**src/rtl/sdram_pkg.sv**
```systemverilog
// Shared SDRAM definitions for the read and write controllers:
// command encodings, FSM state codes and address field widths.
package sdram_pkg;

  localparam int ROW_W  = 12;
  localparam int COL_W  = 8;
  localparam int BANK_W = 2;
  localparam int DQ_W   = 16;
  localparam int ADDR_W = ROW_W + COL_W;
  localparam int LOC_W  = BANK_W + ROW_W + COL_W;

  // {cs_n, ras_n, cas_n, we_n}
  localparam logic [3:0] CMD_NOP = 4'b0111;
  localparam logic [3:0] CMD_ACT = 4'b0011;
  localparam logic [3:0] CMD_RD  = 4'b0101;
  localparam logic [3:0] CMD_WR  = 4'b0100;
  localparam logic [3:0] CMD_PRE = 4'b0010;
  localparam logic [3:0] CMD_REF = 4'b0001;

  localparam logic [2:0] ST_IDLE = 3'd0;
  localparam logic [2:0] ST_ACT  = 3'd1;
  localparam logic [2:0] ST_TRCD = 3'd2;
  localparam logic [2:0] ST_RD   = 3'd3;
  localparam logic [2:0] ST_CAPT = 3'd4;
  localparam logic [2:0] ST_PRE  = 3'd5;
  localparam logic [2:0] ST_TRP  = 3'd6;
  localparam logic [2:0] ST_DONE = 3'd7;

  // Bank is the most significant field so a linear add
  // carries col -> row -> bank and wraps at the top.
  typedef struct packed {
    logic [BANK_W-1:0] bank;
    logic [ROW_W-1:0]  row;
    logic [COL_W-1:0]  col;
  } sdram_loc_t;

endpackage

```
**src/rtl/sdram_rd_capture.sv**
```systemverilog
// Read-data capture: CAS-latency delay line plus burst word
// counter; registers DQ and strobes one word per cycle into the FIFO.
module sdram_rd_capture
  import sdram_pkg::*;
#(
  parameter int BURST_LEN = 8,
  parameter int CAS_LAT   = 3
) (
  input  logic            clk,
  input  logic            rst_n,
  input  logic            rd_issue_i,
  input  logic [DQ_W-1:0] dq_i,
  output logic            wr_req_o,
  output logic [DQ_W-1:0] wr_data_o,
  output logic            last_o
);

  localparam int CNT_W = $clog2(BURST_LEN) + 1;

  logic [CAS_LAT-1:0] dly_q;
  logic [CNT_W-1:0]   cnt_q;
  logic               req_q;
  logic [DQ_W-1:0]    data_q;
  logic               last_q;
  logic               cap_en;
  logic               last_word;

  // Data is on DQ from CAS_LAT cycles after READ until the
  // word counter wraps back to zero.
  assign cap_en    = dly_q[CAS_LAT-1] | (cnt_q != '0);
  assign last_word = (cnt_q == CNT_W'(BURST_LEN - 1));

  // Delay the READ issue by CAS_LAT cycles
  always_ff @(posedge clk or negedge rst_n) begin
    if (!rst_n) dly_q <= '0;
    else        dly_q <= {dly_q[CAS_LAT-2:0], rd_issue_i};
  end

  // Count words and register DQ into the FIFO write port
  always_ff @(posedge clk or negedge rst_n) begin
    if (!rst_n) begin
      cnt_q  <= '0;
      req_q  <= 1'b0;
      data_q <= '0;
      last_q <= 1'b0;
    end else begin
      req_q  <= cap_en;
      last_q <= cap_en & last_word;
      if (cap_en) begin
        cnt_q  <= last_word ? '0 : cnt_q + 1'b1;
        data_q <= dq_i;
      end
    end
  end

  assign wr_req_o  = req_q;
  assign wr_data_o = data_q;
  assign last_o    = last_q;

endmodule

```
**src/rtl/sdram_read_ctrl.sv**
```systemverilog
// SDRAM read-burst engine: ACTIVE, READ, capture, PRECHARGE.
// Option RD_ADDR_AUTO_INC_EN adds an auto-incrementing read pointer.
module sdram_read_ctrl
  import sdram_pkg::*;
#(
  parameter int BURST_LEN = 8,
  parameter int CAS_LAT   = 3,
  parameter int T_RCD     = 2,
  parameter int T_RP      = 2
) (
  input  logic              S_CLK,
  input  logic              RST_N,
  input  logic              read_req,
  output logic              read_ack,
  output logic              rd_busy,
  input  logic [ADDR_W-1:0] sdram_rd_addr,
  input  logic [BANK_W-1:0] sdram_rd_bank,
`ifdef RD_ADDR_AUTO_INC_EN
  input  logic              rd_addr_load,
`endif
  input  logic              fifo_almost_full,
  output logic              fifo_wr_req,
  output logic [DQ_W-1:0]   fifo_wr_data,
  output logic              rd_cs,
  output logic              rd_ras,
  output logic              rd_cas,
  output logic              rd_we,
  output logic [BANK_W-1:0] rd_bank,
  output logic [ROW_W-1:0]  rd_addr,
  output logic [1:0]        rd_dqm,
  input  logic [DQ_W-1:0]   SDRAM_DQ_IN
);

  localparam logic [COL_W-1:0] COL_MASK = ~COL_W'(BURST_LEN - 1);
  localparam logic [7:0] TRCD_INIT = 8'((T_RCD > 1) ? T_RCD - 2 : 0);
  localparam logic [7:0] TRP_INIT  = 8'(T_RP - 1);

  logic [2:0]        state_q, state_d;
  logic [7:0]        tmr_q, tmr_d;
  logic [3:0]        cmd_q, cmd_d;
  logic [ROW_W-1:0]  addr_q, addr_d;
  logic [BANK_W-1:0] bank_q, bank_d;
  logic [1:0]        dqm_q, dqm_d;
  logic              busy_q, busy_d;
  logic              ack_q, ack_d;
  logic [COL_W-1:0]  col_q, col_d;
  logic [BANK_W-1:0] lbank_q, lbank_d;

  sdram_loc_t        in_loc;
  sdram_loc_t        src_loc;
  logic [COL_W-1:0]  src_col;
  logic              accept;
  logic              cap_last;

  assign in_loc  = sdram_loc_t'({sdram_rd_bank, sdram_rd_addr});
  assign accept  = (state_q == ST_IDLE) & read_req & ~fifo_almost_full;
  assign src_col = src_loc.col & COL_MASK;

`ifdef RD_ADDR_AUTO_INC_EN
  sdram_loc_t ptr_q, ptr_d;
  sdram_loc_t pend_loc_q, pend_loc_d;
  logic       pend_q, pend_d;

  // A load seen while busy is parked and applied back in IDLE
  always_comb begin
    src_loc = ptr_q;
    if (rd_addr_load) src_loc = in_loc;
    else if (pend_q)  src_loc = pend_loc_q;
  end

  // Pointer update: load/pending in IDLE, advance per burst
  always_comb begin
    ptr_d      = ptr_q;
    pend_d     = pend_q;
    pend_loc_d = pend_loc_q;
    if (state_q == ST_IDLE) begin
      pend_d = 1'b0;
      if (accept)
        ptr_d = sdram_loc_t'({src_loc.bank, src_loc.row, src_col}
                             + LOC_W'(BURST_LEN));
      else
        ptr_d = src_loc;
    end else if (rd_addr_load) begin
      pend_d     = 1'b1;
      pend_loc_d = in_loc;
    end
  end

  // Pointer registers
  always_ff @(posedge S_CLK or negedge RST_N) begin
    if (!RST_N) begin
      ptr_q      <= '0;
      pend_q     <= 1'b0;
      pend_loc_q <= '0;
    end else begin
      ptr_q      <= ptr_d;
      pend_q     <= pend_d;
      pend_loc_q <= pend_loc_d;
    end
  end
`else
  assign src_loc = in_loc;
`endif

  // Burst sequencer; each state's command is registered on entry
  always_comb begin
    state_d = state_q;
    tmr_d   = tmr_q;
    cmd_d   = cmd_q;
    addr_d  = addr_q;
    bank_d  = bank_q;
    dqm_d   = dqm_q;
    busy_d  = busy_q;
    ack_d   = 1'b0;
    col_d   = col_q;
    lbank_d = lbank_q;
    case (state_q)
      ST_IDLE: begin
        if (accept) begin
          state_d = ST_ACT;
          cmd_d   = CMD_ACT;
          addr_d  = src_loc.row;
          bank_d  = src_loc.bank;
          col_d   = src_col;
          lbank_d = src_loc.bank;
          busy_d  = 1'b1;
          dqm_d   = 2'b00;
        end
      end
      ST_ACT: begin
        if (T_RCD == 1) begin
          state_d = ST_RD;
          cmd_d   = CMD_RD;
          addr_d  = {4'b0000, col_q};
          bank_d  = lbank_q;
        end else begin
          state_d = ST_TRCD;
          cmd_d   = CMD_NOP;
          tmr_d   = TRCD_INIT;
        end
      end
      ST_TRCD: begin
        if (tmr_q == 8'd0) begin
          state_d = ST_RD;
          cmd_d   = CMD_RD;
          addr_d  = {4'b0000, col_q};
          bank_d  = lbank_q;
        end else begin
          tmr_d = tmr_q - 8'd1;
        end
      end
      ST_RD: begin
        state_d = ST_CAPT;
        cmd_d   = CMD_NOP;
      end
      ST_CAPT: begin
        if (cap_last) begin
          state_d = ST_PRE;
          cmd_d   = CMD_PRE;
          addr_d  = 12'h400;
        end
      end
      ST_PRE: begin
        state_d = ST_TRP;
        cmd_d   = CMD_NOP;
        tmr_d   = TRP_INIT;
      end
      ST_TRP: begin
        if (tmr_q == 8'd0) begin
          state_d = ST_DONE;
          ack_d   = 1'b1;
          busy_d  = 1'b0;
          dqm_d   = 2'b11;
        end else begin
          tmr_d = tmr_q - 8'd1;
        end
      end
      ST_DONE: state_d = ST_IDLE;
      default: state_d = ST_IDLE;
    endcase
  end

  // Sequencer and command output registers
  always_ff @(posedge S_CLK or negedge RST_N) begin
    if (!RST_N) begin
      state_q <= ST_IDLE;
      tmr_q   <= '0;
      cmd_q   <= CMD_NOP;
      addr_q  <= '0;
      bank_q  <= '0;
      dqm_q   <= 2'b11;
      busy_q  <= 1'b0;
      ack_q   <= 1'b0;
      col_q   <= '0;
      lbank_q <= '0;
    end else begin
      state_q <= state_d;
      tmr_q   <= tmr_d;
      cmd_q   <= cmd_d;
      addr_q  <= addr_d;
      bank_q  <= bank_d;
      dqm_q   <= dqm_d;
      busy_q  <= busy_d;
      ack_q   <= ack_d;
      col_q   <= col_d;
      lbank_q <= lbank_d;
    end
  end

  sdram_rd_capture #(
    .BURST_LEN (BURST_LEN),
    .CAS_LAT   (CAS_LAT)
  ) u_cap (
    .clk        (S_CLK),
    .rst_n      (RST_N),
    .rd_issue_i (state_q == ST_RD),
    .dq_i       (SDRAM_DQ_IN),
    .wr_req_o   (fifo_wr_req),
    .wr_data_o  (fifo_wr_data),
    .last_o     (cap_last)
  );

  assign rd_cs    = cmd_q[3];
  assign rd_ras   = cmd_q[2];
  assign rd_cas   = cmd_q[1];
  assign rd_we    = cmd_q[0];
  assign rd_bank  = bank_q;
  assign rd_addr  = addr_q;
  assign rd_dqm   = dqm_q;
  assign rd_busy  = busy_q;
  assign read_ack = ack_q;

endmodule

```
**config.mk**
```make
export PLATFORM = sky130hd
export DESIGN_NAME = sdram_read_ctrl
export DESIGN_NICKNAME = d
export VERILOG_FILES = /design/src/rtl/sdram_pkg.sv /design/src/rtl/sdram_rd_capture.sv /design/src/rtl/sdram_read_ctrl.sv
export SDC_FILE = /design/constraint.sdc
export NUM_CORES = 1
export LEC_CHECK = 0
export CAP_MARGIN = 5
export CORE_MARGIN = 2
export CORE_UTILIZATION = 30
export CTS_BUF_LIST = sky130_fd_sc_hd__clkbuf_2
export CTS_CLUSTER_SIZE = 16
export DETAILED_ROUTE_END_ITERATION = 16
export MAX_ROUTING_LAYER = met4
export PLACE_DENSITY = 0.58
export SLEW_MARGIN = 20
export SYNTH_ARGS = -nofsm -noshare
export SYNTH_HDL_FRONTEND = slang
export SYNTH_HIERARCHICAL = 1
export SYNTH_SLANG_ARGS = --single-unit
```
**constraint.sdc**
```tcl
create_clock -name S_CLK -period 3.2 [get_ports S_CLK]
set_input_delay 0.48 -clock S_CLK [delete_from_list [all_inputs] [get_ports S_CLK]]
set_output_delay 0.48 -clock S_CLK [all_outputs]
set_load 0.01 [all_outputs]
```
* After elaboration in Yosys (flattened, before gate mapping)
Index checks and enable logic that the tools add are counted.
Word-level totals: register bits 65
Cells by class: add/subtract/negate cells 2, eq/ne operators 13, multiplexer cells 27, bitwise logic cells 5, reduce and logical (&&, ||, !) cells 17
Operator list (count):
- two-way mux 12 bit | 3
- one-hot mux 12 bit (3 select lines) | 1
- one-hot mux 3 bit (8 select lines) | 1
- one-hot mux 8 bit (3 select lines) | 1
- two-way mux 4 bit | 4
- one-hot mux 4 bit (4 select lines) | 1
- equality test 3 bit, second input constant | 4
- two-way mux 3 bit | 4
- AND reduction 4 bit | 3
- zero test 8 bit | 1
- two-way mux 2 bit | 4
- two-way mux 8 bit | 1
- inequality test 2 bit, second input constant | 4
- one-hot mux 2 bit (2 select lines) | 2
- nonzero test 4 bit | 2
- subtractor 8 x 1 -> 8 bit, second input constant | 1
- equality test 3 x 2 -> 1 bit, second input constant | 2
- AND reduction 3 bit | 2
- nonzero test 3 bit | 2
- adder 4 x 1 -> 4 bit, second input constant | 1
- equality test 4 x 3 -> 1 bit, second input constant | 1
- two-way mux 1 bit | 4
- AND reduction 2 bit | 2
- nonzero test 2 bit | 2
- 9 further kinds | 11

* Longest topological paths before layout
Gate-level depths: netlist of run 1.
word-level depth 5, gate-level depth with buffers 8, mapped depth without buffers 6

* By module
Netlist of run 1, hierarchy kept.
Modules (own cells, without submodules):
- sdram_read_ctrl | instances 1, cells each 174, area an instance 1970.6 um^2, sequential area each 955.9 um^2
- sdram_rd_capture | instances 1, cells each 62, area an instance 972.2 um^2, sequential area each 625.6 um^2

* Worst setup path after synthesis of run 1
No wires, ideal clock.
path type register to register, start point register state_q[0], end point register bank_q[0], in the netlist rd_bank[0], setup time 0.125 ns, arrival time 2.025 ns, data required time 3.075 ns, path slack 1.050 ns, stages on the path, launching flop included 7, path buffers 1, clock period less this slack 2.150 ns, cells stage by stage dfrtp_1 > inv_1 > ha_1 > buf_2 > nor4b_2 > o21a_1 > mux2_2
On the way: cells in the longest elaborated chain, start to end 5, elaborated cells on any way between the ends 9, classes of those cells 3 x eq/ne; 1 x mux; 2 x bitwise; 3 x reduce/logical
RTL lines:
- start: declaration | line sdram_read_ctrl.sv:38 | logic [2:0] state_q, state_d;
- start signal: assignment | line sdram_read_ctrl.sv:197 | state_q <= state_d;
- zero test 3 bit | line sdram_read_ctrl.sv:56, sdram_read_ctrl.sv:117
- bitwise AND 1 bit (2 in a row) | line sdram_read_ctrl.sv:56 | assign accept = (state_q == ST_IDLE) & read_req & ~fifo_almost_full;
- inequality test 2 bit (no source line)
- AND reduction 3 bit (no source line)
- end signal: assignment | line sdram_read_ctrl.sv:201 | bank_q <= bank_d;
- end: declaration | line sdram_read_ctrl.sv:42 | logic [BANK_W-1:0] bank_q, bank_d;
Parallel ways exist; a longest one is shown, timed or not. A chain may end at the register's enable or synchronous reset.

* Worst setup path in the final report of run 1
start point register state_q[0], end point register addr_q[4], in the netlist rd_addr[4]
On the way: cells in the longest elaborated chain, start to end 5, elaborated cells on any way between the ends 11, classes of those cells 5 x eq/ne; 1 x mux; 2 x bitwise; 3 x reduce/logical
RTL lines:
- zero test 3 bit | line sdram_read_ctrl.sv:56, sdram_read_ctrl.sv:117
- bitwise AND 1 bit (2 in a row) | line sdram_read_ctrl.sv:56
- inequality test 2 bit (no source line)
- AND reduction 4 bit (no source line)
- end signal: assignment | line sdram_read_ctrl.sv:200 | addr_q <= addr_d;
- end: declaration | line sdram_read_ctrl.sv:41 | logic [ROW_W-1:0] addr_q, addr_d;
Parallel ways exist; a longest one is shown, timed or not.

==> flow_metrics.env, run 1 <==
export IMPL_outcome="complete, no violations"
export IMPL_grt_busiest_layer="met2"
export IMPL_numClockSinks=63
export IMPL_vias=2050
export IMPL_die_x_um=103
export IMPL_core_region_area_mm2=0.00964
export IMPL_tns_ns=0
export IMPL_grt_use_met3_pct=4.68
export IMPL_drtAntennaViolNets=0
export IMPL_synth_cell_types=46
export IMPL_critPathBufInv=1
export IMPL_grt_max_degree=64
export IMPL_place_area_mm2=0.00379
export IMPL_dr_pass1_iters=4
export IMPL_post_cts_setup_buffer_count=0
export IMPL_crit_path_max_incr_delay_ns=0.75
export IMPL_path_delay_family="compound AO/OA/AOI/OAI gates"
export IMPL_synth_area_leaders="dfrtp_1 50%, mux2_2 13%, dfstp_2 3.6%, ha_1 3.0%, mux2i_1 2.4%"
export IMPL_finalSetupViolations=0
export IMPL_yosysSeqAreaShare_pct=53.7
export IMPL_port_buffers=76
export IMPL_grt_overflow_total=0
export IMPL_fmax_mhz=400
export IMPL_clock_latency_ns=0.51
export IMPL_rr_startpoint="state_q[0]$_DFFE_PN0P_"
export IMPL_cp_slowest_cell="a21oi_1"
export IMPL_fin_area_mm2=0.00391
export IMPL_antenna_found_initial=0
export IMPL_relSlewSlack_pct=38.1
export IMPL_netlist_instances=236
export IMPL_wire_per_inst_um=13.3
export IMPL_power_per_cell_area_mw_per_mm2=361
export IMPL_tightestPinTransition_ns=0.928
export IMPL_synthArstFlopShare_pct=100
export IMPL_grt_pass1_vias=2018
export IMPL_period_minus_slack_ns=2.50
export IMPL_synth_top_cell_by_area="dfrtp_1"
export IMPL_peakVddDrop_uv=232
export IMPL_layout_drive_gt1_share_pct=22.5
export IMPL_numCtsBuffers=9
export IMPL_grt_usage_pct=12.1
export IMPL_mostFrequentLayoutCells="75 x clkdlybuf4s50_1, 59 x dfrtp_1, 34 x mux2_2"
export IMPL_cp_max_fo=15
export IMPL_ys_ff_latch=63
export IMPL_cp_data_required_time_ns=3.66
export IMPL_hold_class="input pin to async pin"
export IMPL_cts_max_path_buffers=2
export IMPL_synth_ff_type="dfrtp_1"
export IMPL_syn_to_final_growth_pct=32.7
export IMPL_wirelength_mm=6.04
export IMPL_synthesis_area_mm2=0.00294
export IMPL_syn_avg_cell_area_um2=12.5
export IMPL_reg2regPathDepth=6
export IMPL_path_class="flip-flop to flip-flop"
export IMPL_synth_fp_nets=285
export IMPL_path_clk_slew_ns=0.18
export IMPL_netlist_area_leader_share_pct=50.2
export IMPL_grt_pass1_wl_mm=9.65
export IMPL_start_kind="flip-flop"
export IMPL_htreeDepth=3
export IMPL_drv_cap=0
export IMPL_p_total_w=0.00141
export IMPL_die_area_mm2=0.0106
export IMPL_drc=0
export IMPL_finalHoldViolCount=0
export IMPL_endpoint_kind="flip-flop"
export IMPL_nets=364
export IMPL_synth_edff_count=0
export IMPL_fp_dieH_um=103
export IMPL_final_util_pct=40.5
export IMPL_start_util_pct=30.5
export IMPL_layout_commonest_cell="clkdlybuf4s50_1"
export IMPL_fin_skew_ns=0.0198
export IMPL_cts_hold_buffers_added=0
export IMPL_cts_tree="built"
export IMPL_antenna_cells=0
export IMPL_cts_resized=0
export IMPL_power_leakage_nw=1.74
export IMPL_cp_depth=6
export IMPL_grt_util_met1_pct=14.6
export IMPL_crit_start="state_q[0]$_DFFE_PN0P_"
export IMPL_whs_ns=0.110
export IMPL_cts_root_buf="clkbuf_2"
export IMPL_dp_hpwl_mm=4.21
export IMPL_cp_cell_sequence="inv_1 -> ha_1 -> and2b_2 -> a21oi_1 -> a22o_1 -> mux2_2"
export IMPL_num_rows=36
export IMPL_rsz0062_at_grt="no"
export IMPL_drtIter0Drc=51
export IMPL_io_pins=81
export IMPL_vias_per_cell=4.53
export IMPL_gp_congestion=0.783
export IMPL_worstPathArrival_ns=2.96
export IMPL_slew_violations=0
export IMPL_yosysWarnings=6
export IMPL_grt_use_met2_pct=19.1
export IMPL_fin_crit_sh_pct=78.1
## layer usage
| layer | part of all wire, % | vias to the layer above |
|---|---|---|
| met2 | 47 | 67 |
| met5 | 0 | - |
| met3 | 6.3 | 7 |
| li1 | - | 983 |
| met4 | 0.70 | 0 |
| met1 | 46 | 993 |
## sequential cells by signal, summed over array words and instances, names as in the netlist
register and cells:
col_q 5, rd_busy 1, rd_bank 2, cmd_q 3, read_ack 1, rd_addr 12
u_cap/wr_data_o 16, rd_dqm 1, u_cap/last_o 1, state_q 3, u_cap/dly_q 3, u_cap/wr_req_o 1
tmr_q 8, u_cap/cnt_q 4, lbank_q 2
## worst reg2reg max path: stages (launching register included)
cell and delay (ns):
dfrtp_1 0.46, inv_1 0.10, ha_1 0.38, and2b_2 0.40, a21oi_1 0.76, a22o_1 0.23, mux2_2 0.14
## through the flow
stage | setup WS [ns] | cells
5_1_grt | 0.501 | 453
6_report | 0.702 | 453
3_5_place_dp | 0.702 | 437
4_1_cts | 0.652 | 453
3_3_place_gp | 0.714 | 437
2_1_floorplan | 1.05 | 236
## report_power, final
group | leakage, nW | total, W | internal [W] | switching, W
registers | 0.792 | 0.000812 | 0.000807 | 0.00000433
clock network | 0.0683 | 0.000498 | 0.000181 | 0.000317
logic | 0.880 | 0.000101 | 0.0000657 | 0.0000352
total | 1.74 | 0.00141 | 0.00105 | 0.000356
## cells in the mapped netlist (3+ instances only)
cell type,number
o21ai_0,11
a31oi_1,4
nor3_1,5
ha_1,7
dfstp_2,4
a21oi_1,9
inv_1,18
buf_4,3
nand2_1,13
nor2_1,11
mux2i_1,7
nand3_1,4
a21o_1,3
a22o_1,5
dfrtp_1,59
mux2_4,4
mux2_2,34
## cell families (layout without fill, tap and decap cells)
family                   after synthesis  in the layout  synth area share (%)
AND/OR/NAND/NOR                       46             46                  8.72
flip-flops                            63             63                  53.7
multiplexers                          45             45                  17.4
buffers and inverters                 28            112                  5.44
adder cells (fa/ha/maj)                7              7                  2.98
other                                  1              1                 0.127
AO/OA/AOI/OAI                         46             46                  11.6
## layout make-up
class | instances | area, um2
Multi-Input combinational cell | 145 | 1200
Inverter | 18 | 67.6
Clock buffer | 9 | 45.0
Fill cell | 948 | 5730
Sequential cell | 63 | 1580
Tap cell | 133 | 166
Timing Repair Buffer | 78 | 771
Clock inverter | 7 | 72.6
## final timing paths
| kind | slack, ns | end |
|---|---|---|
| max reg2reg | 0.70 | rd_addr[4]$_DFFE_PN0P_ |
| min | 0.11 | u_cap/wr_data_o[10]$_DFFE_PN0P_ |
| min in group S_CLK | 0.37 | u_cap/dly_q[1]$_DFF_PN0_ |
| max in group asynchronous | 2.55 | state_q[1]$_DFFE_PN0P_ |
| min reg2reg | 0.37 | u_cap/dly_q[1]$_DFF_PN0_ |
| max | 0.70 | rd_addr[4]$_DFFE_PN0P_ |
(Power assumes the default switching activity.)
==> run 2: changes to the inputs <==
Settings changed: PLACE_DENSITY 0.58 to 0.6.
Clock period 3.2 ns to 2.2 ns, I/O delays scaled along.
==> flow_metrics.env, run 2 (synthesized netlist as in run 1, its figures left out) <==
export IMPL_outcome="complete, no violations"
export IMPL_start_kind="flip-flop"
export IMPL_cp_depth=6
export IMPL_p_total_w=0.00217
export IMPL_fin_skew_ns=0.0362
export IMPL_crit_path_max_incr_delay_ns=0.50
export IMPL_clockPowerShare_pct=38.7
export IMPL_p_comb_share_pct=6.9
export IMPL_endpoint_kind="flip-flop"
export IMPL_cp_max_fo=8
export IMPL_antenna_cells=0
export IMPL_mostFrequentLayoutCells="75 x clkdlybuf4s50_1, 59 x dfrtp_1, 34 x mux2_2"
export IMPL_fp_dieH_um=103
export IMPL_numClockSinks=63
export IMPL_relSlewSlack_pct=63.2
export IMPL_htreeDepth=3
export IMPL_drtIter0Drc=65
export IMPL_cts_resized=0
export IMPL_power_frac_seq_pct=54.3
export IMPL_grt_max_degree=64
export IMPL_layout_drive_gt1_share_pct=25.0
export IMPL_fin_crit_sh_pct=95.5
export IMPL_die_area_mm2=0.0106
export IMPL_core_region_area_mm2=0.00964
export IMPL_io_pins=81
export IMPL_gp_congestion=0.794
export IMPL_grt_usage_pct=12.1
export IMPL_reg2reg_slack_ns=0.1
export IMPL_vias=2095
export IMPL_rsz0062_at_grt="yes"
export IMPL_path_delay_family="simple AND/OR/NAND/NOR gates"
export IMPL_finalSetupViolations=0
export IMPL_switching_share_pct=23.4
export IMPL_hold_class="input pin to async pin"
export IMPL_rr_startpoint="tmr_q[1]$_DFFE_PN0P_"
export IMPL_vias_per_cell=4.51
export IMPL_cts_tree="built"
export IMPL_dp_hpwl_mm=4.20
export IMPL_drtAntennaViolNets=0
export IMPL_critPathBufInv=1
export IMPL_slew_violations=0
export IMPL_power_per_cell_area_mw_per_mm2=536
export IMPL_tightestPinTransition_ns=0.552
export IMPL_grt_pass1_wl_mm=9.82
export IMPL_cp_slowest_cell="or4b_4"
export IMPL_syn_to_final_growth_pct=37.7
export IMPL_worstPathArrival_ns=2.46
export IMPL_wirelength_mm=5.82
export IMPL_power_leakage_nw=1.83
export IMPL_fmax_mhz=476
export IMPL_clock_latency_ns=0.48
export IMPL_drc=0
export IMPL_numCtsBuffers=9
export IMPL_wire_per_inst_um=12.5
export IMPL_fill_cells=959
export IMPL_cp_cell_sequence="inv_1 -> ha_1 -> or4b_4 -> o21ai_4 -> o211a_4 -> mux2_2"
export IMPL_p_int_w=0.00166
export IMPL_peakVddDrop_uv=261
export IMPL_cts_root_buf="clkbuf_2"
export IMPL_finalHoldViolCount=0
export IMPL_grt_overflow_total=0
export IMPL_reg2regPathDepth=6
export IMPL_num_rows=36
export IMPL_port_buffers=76
export IMPL_largest_reg_flops=16
export IMPL_layout_commonest_cell="clkdlybuf4s50_1"
export IMPL_path_class="flip-flop to flip-flop"
export IMPL_drv_cap=0
export IMPL_antenna_found_initial=0
export IMPL_start_util_pct=30.5
export IMPL_r2r_end="rd_addr[4]$_DFFE_PN0P_"
export IMPL_cts_max_path_buffers=2
export IMPL_path_clk_slew_ns=0.22
export IMPL_grt_pass1_vias=2134
export IMPL_cp_data_required_time_ns=2.56
export IMPL_die_x_um=103
export IMPL_period_minus_slack_ns=2.10
export IMPL_tns_ns=0
export IMPL_dr_pass1_iters=4
export IMPL_switching_power_w=0.000509
export IMPL_nets=376
[run 2: cell types whose count changed in the layout (fill, tap and decap cells not counted), sizes merged]
| cell | change |
|---|---|
| bufinv | +1 |
| dlygate4sd3 | +1 |
| inv | +2 |
| clkinv | -2 |
| buf | +11 |
| clkinvlp | -1 |
[run 2: stage by stage]
stage	setup WS [ns]	util [%]	cells	hold slack, ns	area [um2]
detailed placement	0.0980	40.3	446	0.344	3880
global placement	0.120	40.3	446	0.335	3880
floorplan	0.0504	-	236	0.0344	2940
CTS	0.0763	41.9	463	0.307	4040
global route	-0.00385	42.0	465	0.286	4050
finish	0.0987	42.0	465	0.363	4050
[run 2: worst reg2reg max path, delay by kind of cell (launching register included)]
kind	cells	cell delay, ns
buffers and inverters	1	0.08
AND/OR/NAND/NOR	1	0.50
AO/OA/AOI/OAI	2	0.49
multiplexers	1	0.35
adder cells (fa/ha/maj)	1	0.18
flip-flops	1	0.41
[run 2: layer usage]
metal	global-route usage, %	wire length [um]	vias to the layer above
met5	-	0	-
met2	18.8	2760	72
met3	3.73	355	4
met4	3.44	21	0
li1	-	-	1012
met1	15.1	2690	1007
[run 2: power groups by stage]
stage	logic (W)	registers, W	clock network [W]
global route	0.000165	0.00118	0.000943
floorplan	0.0000180	0.00121	0
finish	0.000151	0.00118	0.000842
detailed placement	0.000153	0.00120	0
CTS	0.000155	0.00118	0.000880
global placement	0.000153	0.00120	0
[run 2: worst max-delay path by stage]
stage | startpoint | endpoint | slack [ns]
6_report | tmr_q[1]$_DFFE_PN0P_ | rd_addr[4]$_DFFE_PN0P_ | 0.1
5_1_grt | tmr_q[0]$_DFFE_PN0P_ | rd_addr[11]$_DFFE_PN0P_ | -0.004
3_3_place_gp | tmr_q[1]$_DFFE_PN0P_ | rd_addr[3]$_DFFE_PN0P_ | 0.12
2_1_floorplan | state_q[0]$_DFFE_PN0P_ | rd_bank[0]$_DFFE_PN0P_ | 0.05
3_5_place_dp | tmr_q[1]$_DFFE_PN0P_ | rd_addr[4]$_DFFE_PN0P_ | 0.1
4_1_cts | tmr_q[1]$_DFFE_PN0P_ | rd_addr[4]$_DFFE_PN0P_ | 0.08
[run 2: repair_timing]
item | 4_1_cts | 5_1_grt
hold endpoints to repair | 59 | 0
setup buffers | 0 | 2
endpoints found under the setup margin | 0 | 6
hold buffers | 1 | 0
[run 2: area by class of cell]
class	count	area, um2	area share, %
sequential	63	1580	39.0
multi-input combinational	145	1200	29.6
clock inverter	7	103	2.53
timing repair buffer	90	888	21.9
clock buffer	9	45.0	1.11
inverter	18	67.6	1.67
tap	133	166	4.11
